<file path="src/rtl/instruction_fetch_pkg.sv">
// Shared fetch-stage types, opcodes and the static next-PC predictor.
package instruction_fetch_pkg;

  localparam logic [6:0] OPCODE_JAL    = 7'b1101111;
  localparam logic [6:0] OPCODE_BRANCH = 7'b1100011;

  typedef struct packed {
    logic [31:0] data;
    logic [31:0] pc;
    logic        is_compressed;
    logic        pred_taken;
  } fetch_entry_t;

  localparam int unsigned ENTRY_W = $bits(fetch_entry_t);

  typedef struct packed {
    logic [31:0] next_pc;
    logic        taken;
  } pred_t;

  // JAL and backward conditional branches are predicted taken; all else falls through.
  function automatic pred_t predict(input logic [31:0] pc, input logic [31:0] d,
                                    input logic is_c);
    pred_t       r;
    logic [31:0] j_imm;
    logic [31:0] b_imm;
    j_imm = {{11{d[31]}}, d[31], d[19:12], d[20], d[30:21], 1'b0};
    b_imm = {{19{d[31]}}, d[31], d[7], d[30:25], d[11:8], 1'b0};
    r.taken   = 1'b0;
    r.next_pc = pc + (is_c ? 32'd2 : 32'd4);
    if (d[6:0] == OPCODE_JAL) begin
      r.taken   = 1'b1;
      r.next_pc = pc + j_imm;
    end else if (d[6:0] == OPCODE_BRANCH && d[31]) begin
      r.taken   = 1'b1;
      r.next_pc = pc + b_imm;
    end
    return r;
  endfunction

endpackage

</file>
<file path="src/rtl/instruction_fetch_inst_queue.sv">
// Synchronous FIFO holding fetched instructions until the decoder drains them.
module instruction_fetch_inst_queue
  import instruction_fetch_pkg::*;
#(
  parameter int unsigned WIDTH = ENTRY_W,
  parameter int unsigned DEPTH = 4
) (
  input  logic                       clk_in,
  input  logic                       rst_in,
  input  logic                       push,
  input  logic                       pop,
  input  logic                       clear,
  input  logic [WIDTH-1:0]           wdata,
  output logic [WIDTH-1:0]           rdata,
  output logic                       empty,
  output logic [$clog2(DEPTH):0]     count
);

  localparam int unsigned AW = $clog2(DEPTH);
  localparam int unsigned CW = AW + 1;

  logic [WIDTH-1:0] mem [DEPTH];
  logic [AW-1:0]    head;
  logic [AW-1:0]    tail;
  logic [CW-1:0]    cnt;
  logic             do_push;
  logic             do_pop;

  assign do_push = push && (cnt != CW'(DEPTH));
  assign do_pop  = pop && (cnt != '0);

  // Storage is reset too so the head outputs read zero out of reset.
  always_ff @(posedge clk_in or negedge rst_in) begin
    if (!rst_in) begin
      head <= '0;
      tail <= '0;
      cnt  <= '0;
      for (int i = 0; i < DEPTH; i++) mem[i] <= '0;
    end else if (clear) begin
      head <= '0;
      tail <= '0;
      cnt  <= '0;
    end else begin
      if (do_push) begin
        mem[tail] <= wdata;
        tail      <= tail + AW'(1);
      end
      if (do_pop) head <= head + AW'(1);
      cnt <= cnt + CW'(do_push) - CW'(do_pop);
    end
  end

  assign rdata = mem[head];
  assign empty = (cnt == '0);
  assign count = cnt;

endmodule

</file>
<file path="src/rtl/instruction_fetch.sv">
// Fetch stage: owns the PC, issues one request at a time and queues responses for decode.
module instruction_fetch
  import instruction_fetch_pkg::*;
#(
  parameter int unsigned QUEUE_DEPTH = 4,
  parameter logic [31:0] RESET_PC    = 32'h0
) (
  input  logic        clk_in,
  input  logic        rst_in,
  input  logic        rdy_in,
  input  logic        flush,
  input  logic [31:0] flush_pc,
  output logic        mem_en,
  output logic [31:0] mem_addr,
  input  logic        mem_rdy,
  input  logic [31:0] mem_data,
  input  logic        mem_is_compressed,
  output logic        inst_valid,
  output logic [31:0] inst_data,
  output logic [31:0] inst_pc,
  output logic        inst_is_compressed,
  output logic        inst_pred_taken,
  input  logic        inst_ready
);

  localparam int unsigned CW = $clog2(QUEUE_DEPTH) + 1;

  logic [31:0]  pc;
  logic [CW-1:0] count;
  logic         empty;
  logic         push;
  logic         pop;
  logic         clear;
  pred_t        pred;
  fetch_entry_t wr_entry;
  fetch_entry_t head;

  assign pred  = predict(pc, mem_data, mem_is_compressed);
  assign clear = rdy_in && flush;
  assign push  = rdy_in && !flush && mem_rdy && mem_en;
  assign pop   = rdy_in && !flush && inst_ready && !empty;

  always_comb begin
    wr_entry               = '0;
    wr_entry.data          = mem_data;
    wr_entry.pc            = pc;
    wr_entry.is_compressed = mem_is_compressed;
    wr_entry.pred_taken    = pred.taken;
  end

  // PC only moves on an accepted response or a redirect, keeping the request stable.
  always_ff @(posedge clk_in or negedge rst_in) begin
    if (!rst_in) begin
      pc <= RESET_PC;
    end else if (clear) begin
      pc <= flush_pc;
    end else if (push) begin
      pc <= pred.next_pc;
    end
  end

  instruction_fetch_inst_queue #(
    .WIDTH (ENTRY_W),
    .DEPTH (QUEUE_DEPTH)
  ) u_queue (
    .clk_in (clk_in),
    .rst_in (rst_in),
    .push   (push),
    .pop    (pop),
    .clear  (clear),
    .wdata  (wr_entry),
    .rdata  (head),
    .empty  (empty),
    .count  (count)
  );

  // Requesting while the queue has room; held low throughout reset.
  assign mem_en             = rst_in && (count != CW'(QUEUE_DEPTH));
  assign mem_addr           = pc;
  assign inst_valid         = !empty;
  assign inst_data          = head.data;
  assign inst_pc            = head.pc;
  assign inst_is_compressed = head.is_compressed;
  assign inst_pred_taken    = head.pred_taken;

endmodule

</file>
<file path="config.mk">
export PLATFORM = sky130hd
export DESIGN_NAME = instruction_fetch
export DESIGN_NICKNAME = d
export VERILOG_FILES = /design/src/rtl/instruction_fetch_pkg.sv /design/src/rtl/instruction_fetch_inst_queue.sv /design/src/rtl/instruction_fetch.sv
export SDC_FILE = /design/constraint.sdc
export NUM_CORES = 1
export LEC_CHECK = 0
export CAP_MARGIN = 20
export CORE_ASPECT_RATIO = 0.75
export CORE_MARGIN = 2
export CORE_UTILIZATION = 61
export DETAILED_ROUTE_END_ITERATION = 10
export GPL_ROUTABILITY_DRIVEN = 1
export GPL_TIMING_DRIVEN = 1
export PLACE_DENSITY = 0.86
export SLEW_MARGIN = 20
export SYNTH_ARGS = -nofsm -noshare
export SYNTH_HDL_FRONTEND = slang
export SYNTH_SLANG_ARGS = --single-unit
</file>
<file path="constraint.sdc">
create_clock -name clk_in -period 7.3 [get_ports clk_in]
set_input_delay 1.825 -clock clk_in [delete_from_list [all_inputs] [get_ports clk_in]]
set_output_delay 1.825 -clock clk_in [all_outputs]
set_load 0.01 [all_outputs]
</file>
# Word level (Yosys, flattened, before mapping)
# Cells that the tools add are included.
# word_totals
inputBits,71
wordCells,59
ram_bits,0
register_bits,303
output_inout_bits,100
romBits,0
latch_bits,0
memories,0
# op_classes
multipliers,0
div,0
addsub,7
muxes,16
n_reduce_logical,19
eq_ne,3
n_bitwise,3
n_lt_le_gt_ge,3
shifts,0
# op_table
cell,n
264-bit bitwise mux,1
66-bit two-way mux,3
66-bit binary-select mux with 2-bit select,1
66-bit demux with 2-bit select,1
33-bit two-way mux,2
32-bit adder,2
32-bit two-way mux,2
32-bit by 3-bit adder with 32-bit output,1
7-bit == test (second input constant),2
1-bit logical AND,11
2-bit two-way mux,4
3-bit greater-or-equal comparator (second input constant),2
3-bit two-way mux,2
2-bit NOT with 3-bit output,2
2-bit nonzero test,3
2-bit by 1-bit adder with 2-bit output (second input constant),2
3-bit by 1-bit adder with 3-bit output,1
3-bit logical NOT,1
3-bit by 1-bit < comparator with 1-bit output (second input constant),1
3-bit inequality test (second input constant),1
3-bit nonzero test,1
3-bit by 1-bit subtractor with 3-bit output,1
1-bit logical NOT,2
2-bit AND reduction,1
1-bit NOT,1

# Logic depth before layout (Yosys ltp)
# Gate-level depths: netlist (run 1).
# depth
depth_word,8
ltp_mapped,17
mapped_depth_nobuf,16

# Hierarchy
# Synthesis (run 1) repeated with hierarchy kept, for this count alone.
# unflattened
cells_unflattened,1107
area_unflattened_um2,15406.0
# modules_own_cells
mod,seq_area_each_um2,instances,area_each_um2,cells_each
instruction_fetch_inst_queue,6781.5,1,12199.2,684
instruction_fetch,800.8,1,3206.8,423

# Worst setup path after synthesis (run 1)
# OpenSTA, ideal clock, no wires.
# synth_path
path_type,input -> register
from,in mem_data[1]
to,"reg pc[31], in the netlist mem_addr[31]"
slack_ns,2.086
t_required_ns,7.218
setup_ns,0.082
path_buffers,0
arrival_ns,5.132
cell_stages,16
path_cell_list,nand4_1 > nor2_1 > nand2_1 > nor3_1 > mux2i_1 > o21ai_0 > ha_1 > fa_1 > a21o_1 > nand3_1 > a21oi_1 > a211o_1 > a211o_1 > and3_1 > or4_1 > a31oi_1
# synth_between
elab_chain_cells,6
word_cells_on_any_way,7
classes_between,2 x eq/ne; 4 x mux; 1 x reduce/logical
# synth_lines
element,line,text
from (decl),instruction_fetch.sv:16,"input logic [31:0] mem_data,"
7-bit == test,instruction_fetch_pkg.sv:34,end else if (d[6:0] == OPCODE_BRANCH && d[31]) begin
1-bit logical AND,instruction_fetch_pkg.sv:34,
33-bit two-way mux,instruction_fetch_pkg.sv:34,
33-bit two-way mux (*),instruction_fetch_pkg.sv:31,if (d[6:0] == OPCODE_JAL) begin
32-bit two-way mux (*),instruction_fetch.sv:57,end else if (push) begin
32-bit two-way mux (*),instruction_fetch.sv:55,end else if (clear) begin
to (signal assigned),instruction_fetch.sv:56,pc <= flush_pc;
to (signal assigned),instruction_fetch.sv:58,pc <= pred.next_pc;
to (decl),instruction_fetch.sv:28,logic [31:0] pc;
# Every way passes the cells marked *; elsewhere a longest branch is shown, timed or not. The select of a mux whose other input is x is not followed.
# A chain may end at the register's enable or synchronous reset.

# Worst setup path after layout (run 1)
# layout_path
from,in mem_data[0]
to,"reg pc[28], in the netlist mem_addr[28]"
# Same word-level chain as after synthesis.

==> flow_metrics.py, run 1 <==
metrics = {
    "timing": {
        "rsz0062_at_grt": "false",
        "setup_tns_ns": 0,
        "tightestPinTransition_ns": 1.12,
        "relSlewSlack_pct": 25.6,
        "fin_skew_ns": 0.0147,
        "hold_viol_final": 0,
        "setup_viol": 0,
        "max_freq_mhz": 168,
        "layout_min_cycle_time_ns": 5.96,
        "fin_crit_sh_pct": 81.7,
        "maxSlewViolCount": 0,
    },
    "grt": {
        "grt_pass1_wl_um": 57900,
        "grt_pass1_vias": 10400,
        "overflow": 0,
        "grtUsageTotal_pct": 28.9,
        "grt_max_degree": 87,
        "antenna_found_initial": 3,
    },
    "clocking": {
        "clk_latency_ns": 0.55,
        "ctsHoldBuffers": 0,
        "clk_pin_slew_worst_paths_ns": 0.07,
        "cts_tree": "done",
        "clk_path_buf_depth": 3,
        "clock_sinks": 303,
        "cts_resized": 0,
        "cts-htree-levels": 1,
        "postCtsSetupBuffers": 0,
        "ctsRootBufferMaster": "clkbuf_16",
        "cts_buffers": 29,
    },
    "logic_synthesis": {
        "yosys.area.top_type": "dfrtp_1",
        "synth_most_common_cell": "dfrtp_1",
        "synth_edf_count": 0,
        "synth_seq_cells": 303,
        "synth_area_mm2": 0.0149,
        "ys_seq_area_share_pct": 50.9,
        "synth.avg_cell_area_um2": 13.4,
        "ys_warn_count": 0,
        "synthArstFlopShare_pct": 100,
        "synth_cells": 1115,
        "yosysTopAreaCellShare_pct": 50.9,
        "synth.area.top_cells": "dfrtp_1 51%, mux2_2 19%, mux4_2 10%",
        "ys_types": 56,
        "synthFlopType": "dfrtp_1",
        "mappedNetlistNets": 1224,
        "synthTopCellsByCount": "303 x dfrtp_1, 257 x mux2_2, 92 x nand2_1, 66 x mux4_2, 47 x nor2_1",
    },
    "placement": {
        "gp_congestion": 0.974,
        "place.detailed.instances": 1566,
        "port_buffers": 170,
        "hpwl_um": 23300,
        "placed_area_mm2": 0.0169,
    },
    "setup_path": {
        "worst_ep_required_time_ns": 7.78,
        "crit_arrival_ns": 6.44,
        "cp-end-kind": "flip-flop",
        "worst_setup_path_start_kind": "input port",
        "crit_path_max_fanout": 16,
        "worstSetupPathType": "in -> reg",
    },
    "drt": {
        "ant_nets": 0,
        "wirelength_um": 36400,
        "dr_total_vias": 9996,
        "initialDrtViolationCount": 773,
        "wire_per_inst_um": 22.5,
        "via_per_inst": 6.16,
        "first_pass_iters": 5,
        "drc": 0,
    },
    "floorplanning": {
        "top_level_ports": 171,
        "rows": 49,
        "die-area_mm2": 0.0257,
        "start_util_pct": 62.1,
        "coreArea_mm2": 0.0240,
        "die_x_um": 184,
        "die_h_um": 139,
    },
    "layout": {
        "ff_latch_area_mm2": 0.00759,
        "final_nets": 1375,
        "drive_gt1_share_pct": 30.6,
        "finish.cell_count_without_fillers": 1622,
        "fillers": 1516,
        "stdcell_area_mm2": 0.0179,
        "area_delta_synth_final_pct": 20.0,
        "fin_util_pct": 74.6,
        "multiInputGateArea_mm2": 0.00707,
    },
    "min_path": {
        "hold_class": "reg -> reg",
    },
    "pwr": {
        "p_per_area_mw_per_mm2": 355,
        "ir_worst_vdd_mv": 0.237,
        "leakage_nw": 8.26,
    },
    "outcome": {
        "status": "completed",
    },
    "job": {
        "drv_cap": 0,
    },
}
[cell type report]
type                            instances  area share (%)
Antenna cell                            2          0.0280
Clock buffer                           44            4.88
Timing Repair Buffer                  181            10.0
Sequential cell                       303            42.5
Clock inverter                         10           0.504
Tap cell                              331            2.32
Multi-Input combinational cell        740            39.6
Inverter                               11           0.231
[power by group]
group	leakage (nW)	switching (W)	internal (W)	total [W]
clock	0.480	0.000647	0.000861	0.00151
combinational	3.82	0.000831	0.00137	0.00220
sequential	3.96	0.000427	0.00220	0.00263
[cell usage in the layout (no fill, tap or decap), drive strengths merged, types with 9 or more instances in the layout]
master / n
buf: 12
nand2: 92
a21o: 20
clkbuf: 44
a21oi: 37
xor2: 12
nor2b: 9
nor2: 47
xnor2: 15
clkdlybuf4s50: 169
mux4: 66
and3: 12
a31oi: 21
inv: 11
nand3: 9
dfrtp: 303
ha: 36
clkinv: 9
o21ai: 26
mux2: 257
[worst paths after layout]
path                                               from                            to  slack (ns)  cells after the start
setup / recovery                            mem_data[0]      mem_addr[28]$_DFFE_PN0P_        1.34                     15
max in group asynchronous                        rst_in   u_queue.head[0]$_DFFE_PN0P_        4.54                      2
hold / removal             u_queue.mem[132]$_DFFE_PN0P_  u_queue.mem[132]$_DFFE_PN0P_        0.48                      2
min in group asynchronous                        rst_in  u_queue.mem[253]$_DFFE_PN0P_        1.26                      1
setup reg to reg                mem_addr[7]$_DFFE_PN0P_      mem_addr[28]$_DFFE_PN0P_        4.02                      9
hold reg to reg            u_queue.mem[132]$_DFFE_PN0P_  u_queue.mem[132]$_DFFE_PN0P_        0.48                      2
[cells by family (layout without fill, tap and decap cells)]
logic type / count (synthesis) / in the layout / synth area share (%)
mux: 328 / 328 / 29.8
flops: 303 / 303 / 50.9
simple gates: 198 / 198 / 5.95
compound gates: 149 / 149 / 6.56
buf+inv: 72 / 246 / 1.93
fa+ha+maj: 38 / 38 / 3.29
xor+xnor: 27 / 27 / 1.59
other cells: 0 / 2 / 0
[flip-flops by register name, indices dropped and copies added (netlist names)]
name,count
u_queue.head,2
u_queue.count,3
mem_addr,32
u_queue.tail,2
u_queue.mem,264
[worst max-delay path, stage by stage]
cell and delay (ns):
clkdlybuf4s50_1 0.56, nand4_1 0.14, nor2_1 0.17, and3_1 0.59, nor2_1 0.34, nor2b_1 0.19, ha_1 0.31, a2111oi_0 0.42
o21ai_1 0.20, a22oi_2 0.32, o2111ai_1 0.21, a31oi_1 0.39, nor3b_1 0.10, or4_1 0.52, a21oi_1 0.16
[metal layers]
metal	wire, um	GRT usage (%)	vias to the layer above
met5	13	0	-
met2	17000	45.8	335
met4	743	6.15	2
li1	-	-	4441
met1	15900	41.2	5169
met3	2690	7.07	49
[per-stage QoR]
| step | power, W | setup WS [ns] | hold slack, ns |
|---|---|---|---|
| after detailed placement | 0.00483 | 0.811 | 0.471 |
| after global routing | 0.00666 | 1.01 | 0.510 |
| final | 0.00634 | 1.34 | 0.484 |
| after global placement | 0.00474 | 1.18 | 0.458 |
| after floorplan | 0.00380 | 2.09 | 0.445 |
| after CTS | 0.00636 | 1.35 | 0.484 |
(Power assumes the default switching activity.)
==> run 2: changes to the inputs <==
--- a/config.mk
+++ b/config.mk
@@ -8,11 +8,11 @@
 export CAP_MARGIN = 20
 export CORE_ASPECT_RATIO = 0.75
 export CORE_MARGIN = 2
-export CORE_UTILIZATION = 61
+export CORE_UTILIZATION = 57
 export DETAILED_ROUTE_END_ITERATION = 10
 export GPL_ROUTABILITY_DRIVEN = 1
 export GPL_TIMING_DRIVEN = 1
-export PLACE_DENSITY = 0.86
+export PLACE_DENSITY = 0.81
 export SLEW_MARGIN = 20
 export SYNTH_ARGS = -nofsm -noshare
 export SYNTH_HDL_FRONTEND = slang
==> constraint.sdc (replaced) <==
create_clock -name clk_in -period 5.8 [get_ports clk_in]
set_input_delay 1.45 -clock clk_in [delete_from_list [all_inputs] [get_ports clk_in]]
set_output_delay 1.45 -clock clk_in [all_outputs]
set_load 0.01 [all_outputs]
==> flow_metrics.py, run 2 (synthesized netlist as in run 1, its figures left out) <==
metrics = {
    "outcome": {
        "status": "completed",
    },
    "setup_path": {
        "cp_slowest_stage_delay_ns": 0.58,
        "critPathSlowestCell": "nor2_1",
        "worst_setup_path_start_kind": "input port",
        "crit_path_max_fanout": 12,
        "path_cells": "clkdlybuf4s50_1, nand4_1, nor2_1, nand2_1, nor3_2, buf_4, buf_4, nor2_1, nor2b_1, ha_1, a2111oi_0, o21ai_1, a22oi_2, o2111ai_1, a31oi_1, nor3b_1, or4_1, a21oi_1",
        "cp-end-kind": "flip-flop",
        "worst_ep_required_time_ns": 6.25,
        "crit_arrival_ns": 5.80,
        "worstSetupPathType": "in -> reg",
    },
    "pwr": {
        "leakage_nw": 8.27,
        "ir_worst_vdd_mv": 0.307,
        "p_per_area_mw_per_mm2": 441,
    },
    "layout": {
        "final_nets": 1381,
        "layout_commonest_cell": "dfrtp_1",
        "fillers": 1837,
        "area_delta_synth_final_pct": 20.0,
        "multiInputGateArea_mm2": 0.00706,
        "mostFrequentLayoutCells": "301 x dfrtp_1, 257 x mux2_2, 169 x clkdlybuf4s50_1, 88 x nand2_1, 66 x mux4_2",
        "top_register": "u_queue.mem",
        "ff_latch_area_mm2": 0.00759,
        "stdcell_area_mm2": 0.0179,
        "largest_register_ffs": 264,
        "diodes": 0,
        "finish.cell_count_without_fillers": 1635,
        "drive_gt1_share_pct": 30.4,
    },
    "timing": {
        "setup_viol": 0,
        "fin_crit_sh_pct": 92.3,
        "tightestPinTransition_ns": 1.10,
        "rsz0062_at_grt": "false",
        "setup_tns_ns": 0,
        "max_freq_mhz": 187,
        "maxSlewViolCount": 0,
        "layout_min_cycle_time_ns": 5.36,
        "hold_viol_final": 0,
        "fin_skew_ns": 0.00927,
        "relSlewSlack_pct": 26.6,
    },
    "clocking": {
        "cts_resized": 0,
        "clk_path_buf_depth": 3,
        "cts_buffers": 28,
        "ctsHoldBuffers": 0,
        "clock_sinks": 303,
        "postCtsSetupBuffers": 0,
        "clk_latency_ns": 0.54,
        "clk_pin_slew_worst_paths_ns": 0.07,
        "cts-htree-levels": 1,
        "cts_tree": "done",
        "ctsRootBufferMaster": "clkbuf_16",
    },
    "floorplanning": {
        "die_x_um": 191,
        "start_util_pct": 57.6,
        "die_h_um": 144,
        "top_level_ports": 171,
        "coreArea_mm2": 0.0258,
        "die-area_mm2": 0.0274,
        "rows": 51,
    },
    "grt": {
        "grtUsageTotal_pct": 27.0,
        "grtUsageMet3_pct": 4.17,
        "grt_use_met2_pct": 42.8,
        "busiest_layer": "met2",
        "grt_max_degree": 78,
        "met1_usage_pct": 40.5,
        "grt_pass1_vias": 10300,
        "antenna_found_initial": 0,
        "overflow": 0,
        "grt_pass1_wl_um": 57800,
    },
    "drt": {
        "ant_nets": 0,
        "initialDrtViolationCount": 710,
        "wirelength_um": 35800,
        "via_per_inst": 6.07,
        "wire_per_inst_um": 21.9,
        "drc": 0,
        "dr_total_vias": 9931,
        "first_pass_iters": 5,
    },
    "placement": {
        "placed_area_mm2": 0.0170,
        "gp_congestion": 0.899,
        "place.detailed.instances": 1586,
        "hpwl_um": 23400,
        "port_buffers": 170,
    },
    "min_path": {
        "hold_class": "reg -> reg",
    },
    "job": {
        "drv_cap": 0,
    },
}
[run 2: changes by cell type in the layout (fill, tap and decap cells not counted), moves of 2 or more]
cell / delta
buf_4: +6
clkbuf_1: +4
diode_2: -2
clkinv_4: -3
clkbuf_8: -3
clkinv_2: -2
[run 2: per-stage QoR]
stage / util [%] / worst slack [ns] / hold WS (ns) / power, W
2_1_floorplan: - / 0.961 / 0.445 / 0.00479
3_3_place_gp: 65.7 / 0.118 / 0.457 / 0.00600
3_5_place_dp: 65.7 / 0.0256 / 0.470 / 0.00610
4_1_cts: 69.1 / 0.502 / 0.490 / 0.00794
5_1_grt: 69.1 / 0.123 / 0.507 / 0.00831
6_report: 69.1 / 0.444 / 0.486 / 0.00789
[run 2: path summary, 6_finish.rpt]
kind,start,depth (start not counted),endpoint,slack (ns)
worst max-delay path,mem_data[1],18,mem_addr[28]$_DFFE_PN0P_,0.44
worst min-delay path,u_queue.mem[133]$_DFFE_PN0P_,2,u_queue.mem[133]$_DFFE_PN0P_,0.49
worst max register to register,u_queue.count[1]$_DFF_PN0_,8,u_queue.mem[35]$_DFFE_PN0P_,1.76
worst min register to register,u_queue.mem[133]$_DFFE_PN0P_,2,u_queue.mem[133]$_DFFE_PN0P_,0.49
max in group asynchronous,rst_in,4,u_queue.mem[143]$_DFFE_PN0P_,2.16
min in group asynchronous,rst_in,1,u_queue.mem[52]$_DFFE_PN0P_,0.79
[run 2: power breakdown]
group / switching (W) / internal (W)
Combinational: 0.00104 / 0.00174
Sequential: 0.000526 / 0.00277
Clock: 0.000772 / 0.00103
Total: 0.00234 / 0.00555
[run 2: cell type report]
class	count	area share, %
inverters	11	0.231
well taps	344	2.41
clock inverters	4	0.252
clock buffers	45	4.73
flip-flops and latches	303	42.5
repair buffers	188	10.4
multi-input cells	740	39.5
[run 2: metal layers]
layer  share of wire, %  routed length, um
met1                 47              16900
met2                 46              16600
met3                5.2               1870
met4                1.5                554
met5                  0                  0
[run 2: critical path, delay by kind of cell]
kind	cells	cell delay (ns)
AOI/OAI and AO/OA	6	1.53
adders and majority gates	1	0.33
buffers and inverters	3	0.82
and+or+nand+nor	8	1.68
==> run 3: changes to the inputs <==
--- a/config.mk
+++ b/config.mk
@@ -8,12 +8,13 @@
 export CAP_MARGIN = 20
 export CORE_ASPECT_RATIO = 0.75
 export CORE_MARGIN = 2
-export CORE_UTILIZATION = 57
+export CORE_UTILIZATION = 61
 export DETAILED_ROUTE_END_ITERATION = 10
 export GPL_ROUTABILITY_DRIVEN = 1
 export GPL_TIMING_DRIVEN = 1
-export PLACE_DENSITY = 0.81
+export PLACE_DENSITY = 0.85
 export SLEW_MARGIN = 20
 export SYNTH_ARGS = -nofsm -noshare
 export SYNTH_HDL_FRONTEND = slang
+export SYNTH_HIERARCHICAL = 1
 export SYNTH_SLANG_ARGS = --single-unit
==> constraint.sdc (replaced) <==
create_clock -name clk_in -period 6.34 [get_ports clk_in]
set_input_delay 1.585 -clock clk_in [delete_from_list [all_inputs] [get_ports clk_in]]
set_output_delay 1.585 -clock clk_in [all_outputs]
set_load 0.01 [all_outputs]
==> flow_metrics.py, run 3 <==
metrics = {
    "job": {
        "drv_cap": 0,
    },
    "pwr": {
        "p_int_w": 0.00483,
        "p_total_w": 0.00677,
        "swShare_pct": 28.6,
        "pwr-share-seq_pct": 40.0,
        "p_switching_w": 0.00193,
        "p_per_area_mw_per_mm2": 368,
        "ir_worst_vdd_mv": 0.294,
        "pwr-share-clk_pct": 28.2,
        "leakage_nw": 8.41,
        "pwr-share-comb_pct": 31.7,
    },
    "clocking": {
        "clk_pin_slew_worst_paths_ns": 0.06,
        "cts_tree": "done",
        "postCtsSetupBuffers": 0,
        "cts-htree-levels": 1,
        "clk_path_buf_depth": 3,
        "clock_sinks": 303,
        "cts_resized": 0,
        "ctsHoldBuffers": 0,
        "clk_latency_ns": 0.55,
        "cts_buffers": 30,
        "ctsRootBufferMaster": "clkbuf_16",
    },
    "setup_path": {
        "crit_arrival_ns": 5.71,
        "timing.rr.end": "u_queue/mem[134]$_DFFE_PN0P_",
        "reg2reg_from": "u_queue/count[1]$_DFF_PN0_",
        "cp_slowest_stage_delay_ns": 0.61,
        "path_common_cell": "o21ai_1",
        "crit_start": "mem_data[0]",
        "cp-end-kind": "flip-flop",
        "crit_path_max_fanout": 11,
        "worst_r2r_path_depth": 9,
        "worstSetupPathType": "in -> reg",
        "worst_setup_path_start_kind": "input port",
        "critPathSlowestCell": "or3_1",
        "rrSetupSlack_ns": 2.79,
        "path_cells": "clkdlybuf4s50_1, nand4_1, or3_1, nor2_1, a31oi_1, ha_1, fa_1, a21o_1, a221oi_2, o21a_1, o21ai_1, a21oi_1, o21ai_1, a21oi_1, xor2_1, o21ai_1",
        "worst_ep_required_time_ns": 6.76,
    },
    "logic_synthesis": {
        "synth.avg_cell_area_um2": 13.9,
        "synthTopCellsByCount": "303 x dfrtp_1, 186 x mux2_2, 80 x mux2_4, 66 x mux4_2, 61 x nand2_1",
        "mappedNetlistNets": 1216,
        "synth.area.top_cells": "dfrtp_1 49%, mux2_2 14%, mux4_2 9.6%",
        "ys_warn_count": 6,
        "synth_seq_cells": 303,
        "synth_area_mm2": 0.0154,
        "synth_cells": 1107,
        "synthFlopType": "dfrtp_1",
        "synthArstFlopShare_pct": 100,
        "yosysTopAreaCellShare_pct": 49.2,
        "ys_types": 64,
        "synth_edf_count": 0,
        "ys_seq_area_share_pct": 49.2,
        "synth_most_common_cell": "dfrtp_1",
        "yosys.area.top_type": "dfrtp_1",
    },
    "floorplanning": {
        "start_util_pct": 61.9,
        "coreArea_mm2": 0.0249,
        "die_x_um": 188,
        "die_h_um": 142,
        "rows": 50,
        "die-area_mm2": 0.0266,
        "top_level_ports": 171,
    },
    "timing": {
        "layout_min_cycle_time_ns": 5.29,
        "relSlewSlack_pct": 36.0,
        "hold_viol_final": 0,
        "setup_tns_ns": 0,
        "rsz0062_at_grt": "false",
        "max_freq_mhz": 189,
        "fin_crit_sh_pct": 83.4,
        "fin_skew_ns": 0.00963,
        "maxSlewViolCount": 0,
        "tightestPinTransition_ns": 0.960,
        "setup_viol": 0,
    },
    "layout": {
        "top_register": "u_queue/mem",
        "largest_register_ffs": 264,
        "mostFrequentLayoutCells": "301 x dfrtp_1, 186 x mux2_2, 169 x clkdlybuf4s50_1, 80 x mux2_4, 66 x mux4_2",
        "diodes": 0,
        "drive_gt1_share_pct": 32.5,
        "area_delta_synth_final_pct": 19.2,
        "final_nets": 1375,
        "layout_commonest_cell": "dfrtp_1",
        "ff_latch_area_mm2": 0.00759,
        "fillers": 1600,
        "multiInputGateArea_mm2": 0.00735,
        "stdcell_area_mm2": 0.0184,
    },
    "min_path": {
        "min_to": "u_queue/mem[89]$_DFFE_PN0P_",
        "hold_class": "reg -> reg",
        "min_path_cells": 1,
        "hold_start": "u_queue/mem[89]$_DFFE_PN0P_",
    },
    "grt": {
        "grt_pass1_wl_um": 59600,
        "grt_max_degree": 171,
        "grtUsageTotal_pct": 28.6,
        "grt_pass1_vias": 10500,
        "overflow": 0,
        "antenna_found_initial": 1,
    },
    "drt": {
        "dr_total_vias": 10000,
        "via_per_inst": 6.17,
        "first_pass_iters": 5,
        "drc": 0,
        "wirelength_um": 37600,
        "ant_nets": 0,
        "wire_per_inst_um": 23.1,
        "initialDrtViolationCount": 720,
    },
    "placement": {
        "gp_congestion": 0.893,
        "placed_area_mm2": 0.0173,
        "port_buffers": 170,
        "hpwl_um": 24300,
    },
    "outcome": {
        "status": "completed",
    },
}
[run 3: worst max-delay path, delay by kind of cell]
| kind | cells | cell delay [ns] |
|---|---|---|
| AOI/OAI and AO/OA | 9 | 1.72 |
| and+or+nand+nor | 3 | 1.04 |
| adders and majority gates | 2 | 0.65 |
| xor gates and xnor gates | 1 | 0.16 |
| buffers and inverters | 1 | 0.57 |
[run 3: through the flow]
stage          setup slack (ns)  cells  utilization, %  hold WS, ns
5_1_grt                   0.776   1627            73.8        0.514
2_1_floorplan              1.62   1107               -        0.474
4_1_cts                    1.12   1627            73.8        0.502
3_3_place_gp              0.766   1572            69.4        0.481
6_report                   1.05   1627            73.8        0.498
3_5_place_dp              0.574   1572            69.4        0.488
[run 3: power by group through the flow]
stage               Sequential [W]  Combinational (W)  Clock, W
floorplan                  0.00257            0.00128         0
global placement           0.00269            0.00208         0
detailed placement         0.00272            0.00213         0
CTS                        0.00270            0.00216   0.00193
global route               0.00277            0.00228   0.00201
finish                     0.00271            0.00215   0.00191
[run 3: worst max path at each step]
| stage | endpoint | depth (start not counted) |
|---|---|---|
| 2_1_floorplan | mem_addr[28]$_DFFE_PN0P_ | 15 |
| 3_3_place_gp | mem_addr[28]$_DFFE_PN0P_ | 16 |
| 3_5_place_dp | mem_addr[21]$_DFFE_PN0P_ | 16 |
| 4_1_cts | mem_addr[21]$_DFFE_PN0P_ | 16 |
| 5_1_grt | mem_addr[21]$_DFFE_PN0P_ | 16 |
| 6_report | mem_addr[21]$_DFFE_PN0P_ | 16 |
[run 3: layer usage]
layer	vias to the layer above	wire length [um]	global-route usage, %	part of all wire [%]
li1	4401	-	-	-
met1	5210	16900	41.8	45
met2	358	17400	45.2	46
met3	62	2440	5.64	6.5
met4	2	814	6.42	2.2
met5	-	13	0	0.035
[run 3: final cells by class]
class                   instances  area share (%)
flip-flops and latches        303            41.3
clock inverters                10           0.695
clock buffers                  45            5.16
well taps                     338            2.30
inverters                      19           0.388
multi-input cells             727            40.0
repair buffers                185            10.1
[run 3: logic make-up after synthesis]
family	count (synthesis)	synth area share (%)
AND/OR/NAND/NOR	163	4.99
adder cells (fa/ha/maj)	38	3.18
XOR/XNOR	27	1.53
multiplexers	336	31.3
buffers and inverters	77	3.24
AO/OA/AOI/OAI	163	6.52
flip-flops	303	49.2
